File: src/rtl/cordic_if.sv
// Sample/result bus of the CORDIC pipeline: pipeline advance, strobed input
// sample and strobed result.
interface cordic_if #(
    parameter int BITWIDTH = 16,
    parameter int ZWIDTH   = 16
);
    logic                       enable;
    logic                       strobe_in;
    logic                       mode_in;
    logic signed [BITWIDTH-1:0] xi;
    logic signed [BITWIDTH-1:0] yi;
    logic signed [ZWIDTH-1:0]   zi;
    logic                       strobe_out;
    logic                       mode_out;
    logic signed [BITWIDTH-1:0] xo;
    logic signed [BITWIDTH-1:0] yo;
    logic signed [ZWIDTH-1:0]   zo;

    modport master (
        output enable, strobe_in, mode_in, xi, yi, zi,
        input  strobe_out, mode_out, xo, yo, zo
    );

    modport slave (
        input  enable, strobe_in, mode_in, xi, yi, zi,
        output strobe_out, mode_out, xo, yo, zo
    );
endinterface

File: src/rtl/cordic_pipe.sv
// Fully pipelined CORDIC, per-sample rotation or vectoring mode: one quadrant
// pre-rotation register followed by STAGES registered micro-rotations.
module cordic_pipe #(
    parameter int BITWIDTH = 16,
    parameter int ZWIDTH   = 16,
    parameter int STAGES   = 12
) (
    input  logic    clock,
    input  logic    reset,
    cordic_if.slave bus
);
    localparam int XW = BITWIDTH + 2;
    localparam logic [ZWIDTH-1:0] HALF_TURN = {1'b1, {(ZWIDTH-1){1'b0}}};

    generate
        if (STAGES < 4 || STAGES > ZWIDTH - 1) begin : g_bad_stages
            $error("cordic_pipe: STAGES must lie in 4..ZWIDTH-1");
        end
    endgenerate

    // atan(1/n) scaled by 2^62, from its alternating Taylor series
    function automatic logic [127:0] atan_inv_fx(input logic [127:0] n);
        logic [127:0] pw;
        logic [127:0] acc;
        pw  = (128'd1 << 62) / n;
        acc = '0;
        for (int k = 0; k < 40; k++) begin
            if (k % 2 == 0)
                acc = acc + pw / 128'(2 * k + 1);
            else
                acc = acc - pw / 128'(2 * k + 1);
            pw = pw / (n * n);
        end
        return acc;
    endfunction

    // atan(2^-i) in angle counts; pi/4 comes from Machin's formula so the
    // whole table is exact integer arithmetic (c_0 is exactly 1/8 turn)
    function automatic logic signed [ZWIDTH-1:0] atan_const(input int i);
        logic [127:0] quarter_pi;
        logic [127:0] num;
        logic [127:0] res;
        quarter_pi = (atan_inv_fx(128'd5) << 2) - atan_inv_fx(128'd239);
        num        = atan_inv_fx(128'd1 << i) << (ZWIDTH - 3);
        if (i == 0)
            res = 128'd1 << (ZWIDTH - 3);
        else
            res = (num + (quarter_pi >> 1)) / quarter_pi;
        return ZWIDTH'(res);
    endfunction

    logic signed [XW-1:0]     x_reg [0:STAGES];
    logic signed [XW-1:0]     y_reg [0:STAGES];
    logic signed [ZWIDTH-1:0] z_reg [0:STAGES];
    logic [STAGES:0]          strobe_reg;
    logic [STAGES:0]          mode_reg;

    logic signed [XW-1:0]     x_next [0:STAGES-1];
    logic signed [XW-1:0]     y_next [0:STAGES-1];
    logic signed [ZWIDTH-1:0] z_next [0:STAGES-1];

    logic signed [XW-1:0]     x_ext;
    logic signed [XW-1:0]     y_ext;
    logic signed [XW-1:0]     x_pre_next;
    logic signed [XW-1:0]     y_pre_next;
    logic signed [ZWIDTH-1:0] z_pre_next;
    logic                     flip;

    assign x_ext = XW'(bus.xi);
    assign y_ext = XW'(bus.yi);

    // Fold the input into the right half-plane so the micro-rotations converge
    always_comb begin
        flip       = 1'b0;
        z_pre_next = '0;
        if (bus.mode_in) begin
            flip       = bus.xi[BITWIDTH-1];
            z_pre_next = flip ? HALF_TURN : '0;
        end else begin
            flip       = bus.zi[ZWIDTH-1] ^ bus.zi[ZWIDTH-2];
            z_pre_next = flip ? (bus.zi ^ HALF_TURN) : bus.zi;
        end
        x_pre_next = flip ? -x_ext : x_ext;
        y_pre_next = flip ? -y_ext : y_ext;
    end

    generate
        for (genvar gi = 0; gi < STAGES; gi++) begin : g_stage
            localparam logic signed [ZWIDTH-1:0] ANGLE = atan_const(gi);
            logic                 d_pos;
            logic signed [XW-1:0] x_shift;
            logic signed [XW-1:0] y_shift;

            assign x_shift = x_reg[gi] >>> gi;
            assign y_shift = y_reg[gi] >>> gi;
            // vectoring drives y toward zero, rotation drives z toward zero
            assign d_pos   = mode_reg[gi] ? y_reg[gi][XW-1] : ~z_reg[gi][ZWIDTH-1];

            assign x_next[gi] = d_pos ? (x_reg[gi] - y_shift) : (x_reg[gi] + y_shift);
            assign y_next[gi] = d_pos ? (y_reg[gi] + x_shift) : (y_reg[gi] - x_shift);
            assign z_next[gi] = d_pos ? (z_reg[gi] - ANGLE)   : (z_reg[gi] + ANGLE);
        end
    endgenerate

    always_ff @(posedge clock) begin
        if (reset) begin
            for (int s = 0; s <= STAGES; s++) begin
                x_reg[s] <= '0;
                y_reg[s] <= '0;
                z_reg[s] <= '0;
            end
            strobe_reg <= '0;
            mode_reg   <= '0;
        end else if (bus.enable) begin
            x_reg[0]   <= x_pre_next;
            y_reg[0]   <= y_pre_next;
            z_reg[0]   <= z_pre_next;
            strobe_reg <= {strobe_reg[STAGES-1:0], bus.strobe_in};
            mode_reg   <= {mode_reg[STAGES-1:0], bus.mode_in};
            for (int s = 0; s < STAGES; s++) begin
                x_reg[s+1] <= x_next[s];
                y_reg[s+1] <= y_next[s];
                z_reg[s+1] <= z_next[s];
            end
        end
    end

    // Dropping the LSB halves the CORDIC gain to about 0.8234
    assign bus.xo         = x_reg[STAGES][BITWIDTH:1];
    assign bus.yo         = y_reg[STAGES][BITWIDTH:1];
    assign bus.zo         = z_reg[STAGES];
    assign bus.strobe_out = strobe_reg[STAGES];
    assign bus.mode_out   = mode_reg[STAGES];
endmodule
File: src/flat_wrapper.sv
// flat-port wrapper written by rule: the top's interface ports become plain ports
module cordic_pipe_flat 
#(
    parameter int BITWIDTH = 16,
    parameter int ZWIDTH   = 16,
    parameter int STAGES   = 12
)
  (clock, reset, bus_enable, bus_strobe_in, bus_mode_in, bus_xi, bus_yi, bus_zi, bus_strobe_out, bus_mode_out, bus_xo, bus_yo, bus_zo);
  cordic_if #(.BITWIDTH(BITWIDTH), .ZWIDTH(ZWIDTH)) bus_i ();
  input  logic clock;
  input  logic reset;
  input wire logic [$bits(bus_i.enable)-1:0] bus_enable;
  input wire logic [$bits(bus_i.strobe_in)-1:0] bus_strobe_in;
  input wire logic [$bits(bus_i.mode_in)-1:0] bus_mode_in;
  input wire logic [$bits(bus_i.xi)-1:0] bus_xi;
  input wire logic [$bits(bus_i.yi)-1:0] bus_yi;
  input wire logic [$bits(bus_i.zi)-1:0] bus_zi;
  output wire logic [$bits(bus_i.strobe_out)-1:0] bus_strobe_out;
  output wire logic [$bits(bus_i.mode_out)-1:0] bus_mode_out;
  output wire logic [$bits(bus_i.xo)-1:0] bus_xo;
  output wire logic [$bits(bus_i.yo)-1:0] bus_yo;
  output wire logic [$bits(bus_i.zo)-1:0] bus_zo;
  assign bus_i.enable = bus_enable;
  assign bus_i.strobe_in = bus_strobe_in;
  assign bus_i.mode_in = bus_mode_in;
  assign bus_i.xi = bus_xi;
  assign bus_i.yi = bus_yi;
  assign bus_i.zi = bus_zi;
  assign bus_strobe_out = bus_i.strobe_out;
  assign bus_mode_out = bus_i.mode_out;
  assign bus_xo = bus_i.xo;
  assign bus_yo = bus_i.yo;
  assign bus_zo = bus_i.zo;
  cordic_pipe #(.BITWIDTH(BITWIDTH), .ZWIDTH(ZWIDTH), .STAGES(STAGES)) u_core (.clock(clock), .reset(reset), .bus(bus_i));
endmodule
File: config.mk
export PLATFORM = sky130hd
export DESIGN_NAME = cordic_pipe_flat
export DESIGN_NICKNAME = d
export VERILOG_FILES = /design/src/rtl/cordic_if.sv /design/src/rtl/cordic_pipe.sv /design/src/flat_wrapper.sv
export SDC_FILE = /design/constraint.sdc
export NUM_CORES = 2
export LEC_CHECK = 0
export CAP_MARGIN = 20
export CORE_MARGIN = 4
export CORE_UTILIZATION = 41
export DETAILED_ROUTE_END_ITERATION = 10
export PLACE_DENSITY = 0.64
export SLEW_MARGIN = 20
export SYNTH_ARGS = -nofsm -noshare
export SYNTH_HDL_FRONTEND = slang
export SYNTH_SLANG_ARGS = --single-unit
File: constraint.sdc
create_clock -name clock -period 14.5 [get_ports clock]
set_input_delay 3.625 -clock clock [delete_from_list [all_inputs] [get_ports clock]]
set_output_delay 3.625 -clock clock [all_outputs]
set_load 0.005 [all_outputs]
==> metrics <==
count of final setup violators=0; Post-Route WL=138000 um; Syn Inst Count=6119; pre-CTS setup slack=approximately 6.7 ns; # port buffers=roughly 100; core area=0.138 mm^2; I/O pin cnt=103; Synth cell types=90; Seq/Total Area, Yosys=36.2%; startpoint types=input pin; Final Hold Viols=0; CP max-delay cell=nand2_4; CTS H-tree lvls=3; Leak=26.2 nW; Avg Cell Area, Syn=9.34 um^2; share of synthesized registers carrying an async set or reset=0%; vias in the first global route=between 40k and 50k; Num CTS Buffers=about 80; max cap viols=0; most used cell, CP=buf_12; routed vias/inst=5.53; post-route setup TNS=0 ns; die width=381 um; number of post-CTS setup repair buffers=0; CTS tree=built; # DRC=0; Worst-path clk slew=0.06 ns; clk_lat worst skew=around 0.69 ns; FP Rows=136; post-layout min period=around 7.2 ns; RSZ-0062 raised after global routing=no; Worst-Margin Slew=between 1 and 1.5 ns; fin crit share=about half; first-pass GRT wire length=225000 um; CP cell instances=buf_6 > buf_4 > inv_1 > nand2_4 > buf_12 > buf_12 > or2_1 > mux2i_1; First DRT Iteration DRCs=2660; Starting Density=41.4%; status=completed; Max rail drop VDD=around 110 uV; remaining global-route overflow=0; crit path max fanout=194; First-pass DRT Iterations=5; Setup Skew=0.0300 ns; Worst slew margin=25.8%; CP delay by family, top=buffers and inverters; slowest stage delay, CP=0.64 ns; syn nets=6814; Post-Syn Area=0.0571 mm^2; worst path buffer plus inverter count=5; die area=approximately 0.15 mm^2; Die Ht=approximately 380 um; Sink Count=697; clock tree root buffer cell=clkbuf_16; antenna viol nets, final=0; clock buffer depth=3; crit path DAT=7.56 ns; antenna violations before repair=1; nets=between 6k and 7k; post-DP HPWL=104000 um; share of layout cells above drive strength 1=3.58%; Top FF cell, synth=edfxtp_1; kind of critical path=input pin to flip-flop; Filler cells=13.2k; # hold bufs at CTS=0; Ys Warns=0; GRT Util Overall=18.5%; via count=~45k; max-slew violations=0; worst path required time=about 15 ns; max reg flops=between 200 and 250; Power Density=~220 mW/mm^2; PnR worst setup slack=7.35 ns; largest net degree at the start of global routing=roughly 200; Achievable Freq=0.140 GHz; post-cts sizing count=0; nature of the critical path endpoint=flip-flop; area grow syn2layout=9.52%; post-synthesis register bit count=697; GPL Wtd Cong=0.887; worst min path class=flip-flop to flip-flop; Post-synth EDFFs=671; Antenna Cells=0; drt wl/cell=17.1 um
==> worst paths after layout <==
kind                       start                    to  slack [ns]  cells after the start
min reg2reg  u_core.mode_reg[12]   u_core.mode_reg[12]        0.49                      2
max                        reset  u_core.y_reg[0][125]        7.35                      8
min          u_core.mode_reg[12]   u_core.mode_reg[12]        0.49                      2
max reg2reg   u_core.mode_reg[2]   u_core.y_reg[0][70]        9.82                     15
==> cell usage after synthesis (all sizes together), types with 27 or more instances <==
library cell / n / area share, %
o21bai: 32 / 0.42
o41ai: 28 / 0.43
nor3b: 29 / 0.39
and2: 89 / 0.97
nand4: 33 / 0.36
mux2i: 59 / 1.0
clkbuf: 142 / 0.93
xnor2: 384 / 5.9
nor2: 858 / 5.7
nand2: 280 / 1.8
or2: 27 / 0.30
ha: 605 / 13
nor3: 173 / 1.5
a31oi: 72 / 0.79
o22ai: 30 / 0.33
nor2b: 89 / 0.97
fa: 37 / 1.3
or4: 36 / 0.47
nand2b: 87 / 0.95
o31ai: 69 / 0.91
o21ai: 318 / 2.8
a21oi: 483 / 4.3
and3: 39 / 0.43
nor4: 34 / 0.39
or3: 76 / 0.84
a21o: 213 / 2.8
xor2: 316 / 4.8
o21a: 92 / 1.2
inv: 261 / 1.7
edfxtp: 671 / 35
nand3: 79 / 0.69
a211oi: 58 / 0.76
buf: 49 / 0.54
==> metrics by stage <==
| stage | instances | total power, mW | utilization [%] | hold slack (ns) | area (um^2) |
|---|---|---|---|---|---|
| 2_1_floorplan | 6119 | 9.84 | - | 0.460 | 57100 |
| 3_3_place_gp | 7919 | 11.6 | 43.4 | 0.477 | 59900 |
| 3_5_place_dp | 7919 | 11.7 | 43.4 | 0.482 | 59900 |
| 4_1_cts | 8068 | 13.8 | 45.3 | 0.494 | 62600 |
| 5_1_grt | 8068 | 15.0 | 45.3 | 0.519 | 62600 |
| 6_report | 8068 | 13.8 | 45.3 | 0.492 | 62600 |
==> cell usage in the layout, fill, tap and decap left out, drive strengths merged, types with 102 or more instances in the layout <==
cell	count
a21oi	483
xnor2	384
clkbuf	102
a21o	213
o21ai	318
nand2	280
xor2	316
nor2	858
ha	605
inv	264
edfxtp	671
nor3	173
==> logic make-up (layout without fill, tap and decap cells) <==
group / Yosys count / after routing / share of synthesized area, %
mux: 73 / 73 / 1.31
simple gates: 1970 / 1970 / 16.4
fa+ha+maj: 642 / 642 / 14.5
compound gates: 1585 / 1585 / 17.6
flops: 697 / 697 / 36.2
xor+xnor: 700 / 700 / 10.7
buf+inv: 452 / 538 / 3.19
==> tightest hold or removal path, delay by kind of cell (launching register included) <==
kind	cells	cell delay (ns)
simple gates	1	0.07
flops	1	0.32
mux	1	0.06
==> metal layers <==
| layer | vias up | GRT usage (%) | share of wire [%] |
|---|---|---|---|
| li1 | 22400 | - | - |
| met1 | 21200 | 23.5 | 44 |
| met5 | - | 0 | 0 |
| met3 | 206 | 2.17 | 3.3 |
| met2 | 771 | 33.3 | 50 |
| met4 | 0 | 4.86 | 2.5 |
==> final cells by class <==
cell class	count	area, um^2	share of cell area [%]
well taps	1863	2330	3.72
clock inverters	47	468	0.748
flip-flops and latches	697	20700	33.0
multi-input cells	4970	34700	55.4
clock buffers	102	2180	3.48
repair buffers	128	1260	2.02
inverters	261	980	1.57
==> where the power goes <==
| group | total, mW | internal (mW) | switching (mW) | leakage [nW] |
|---|---|---|---|---|
| registers | 3.49 | 2.97 | 0.524 | 7.56 |
| logic | 8.25 | 3.59 | 4.66 | 17.3 |
| clock network | 2.04 | 1.17 | 0.870 | 1.28 |
| total | 13.8 | 7.72 | 6.05 | 26.2 |
Power figures use the tool's default switching activity.
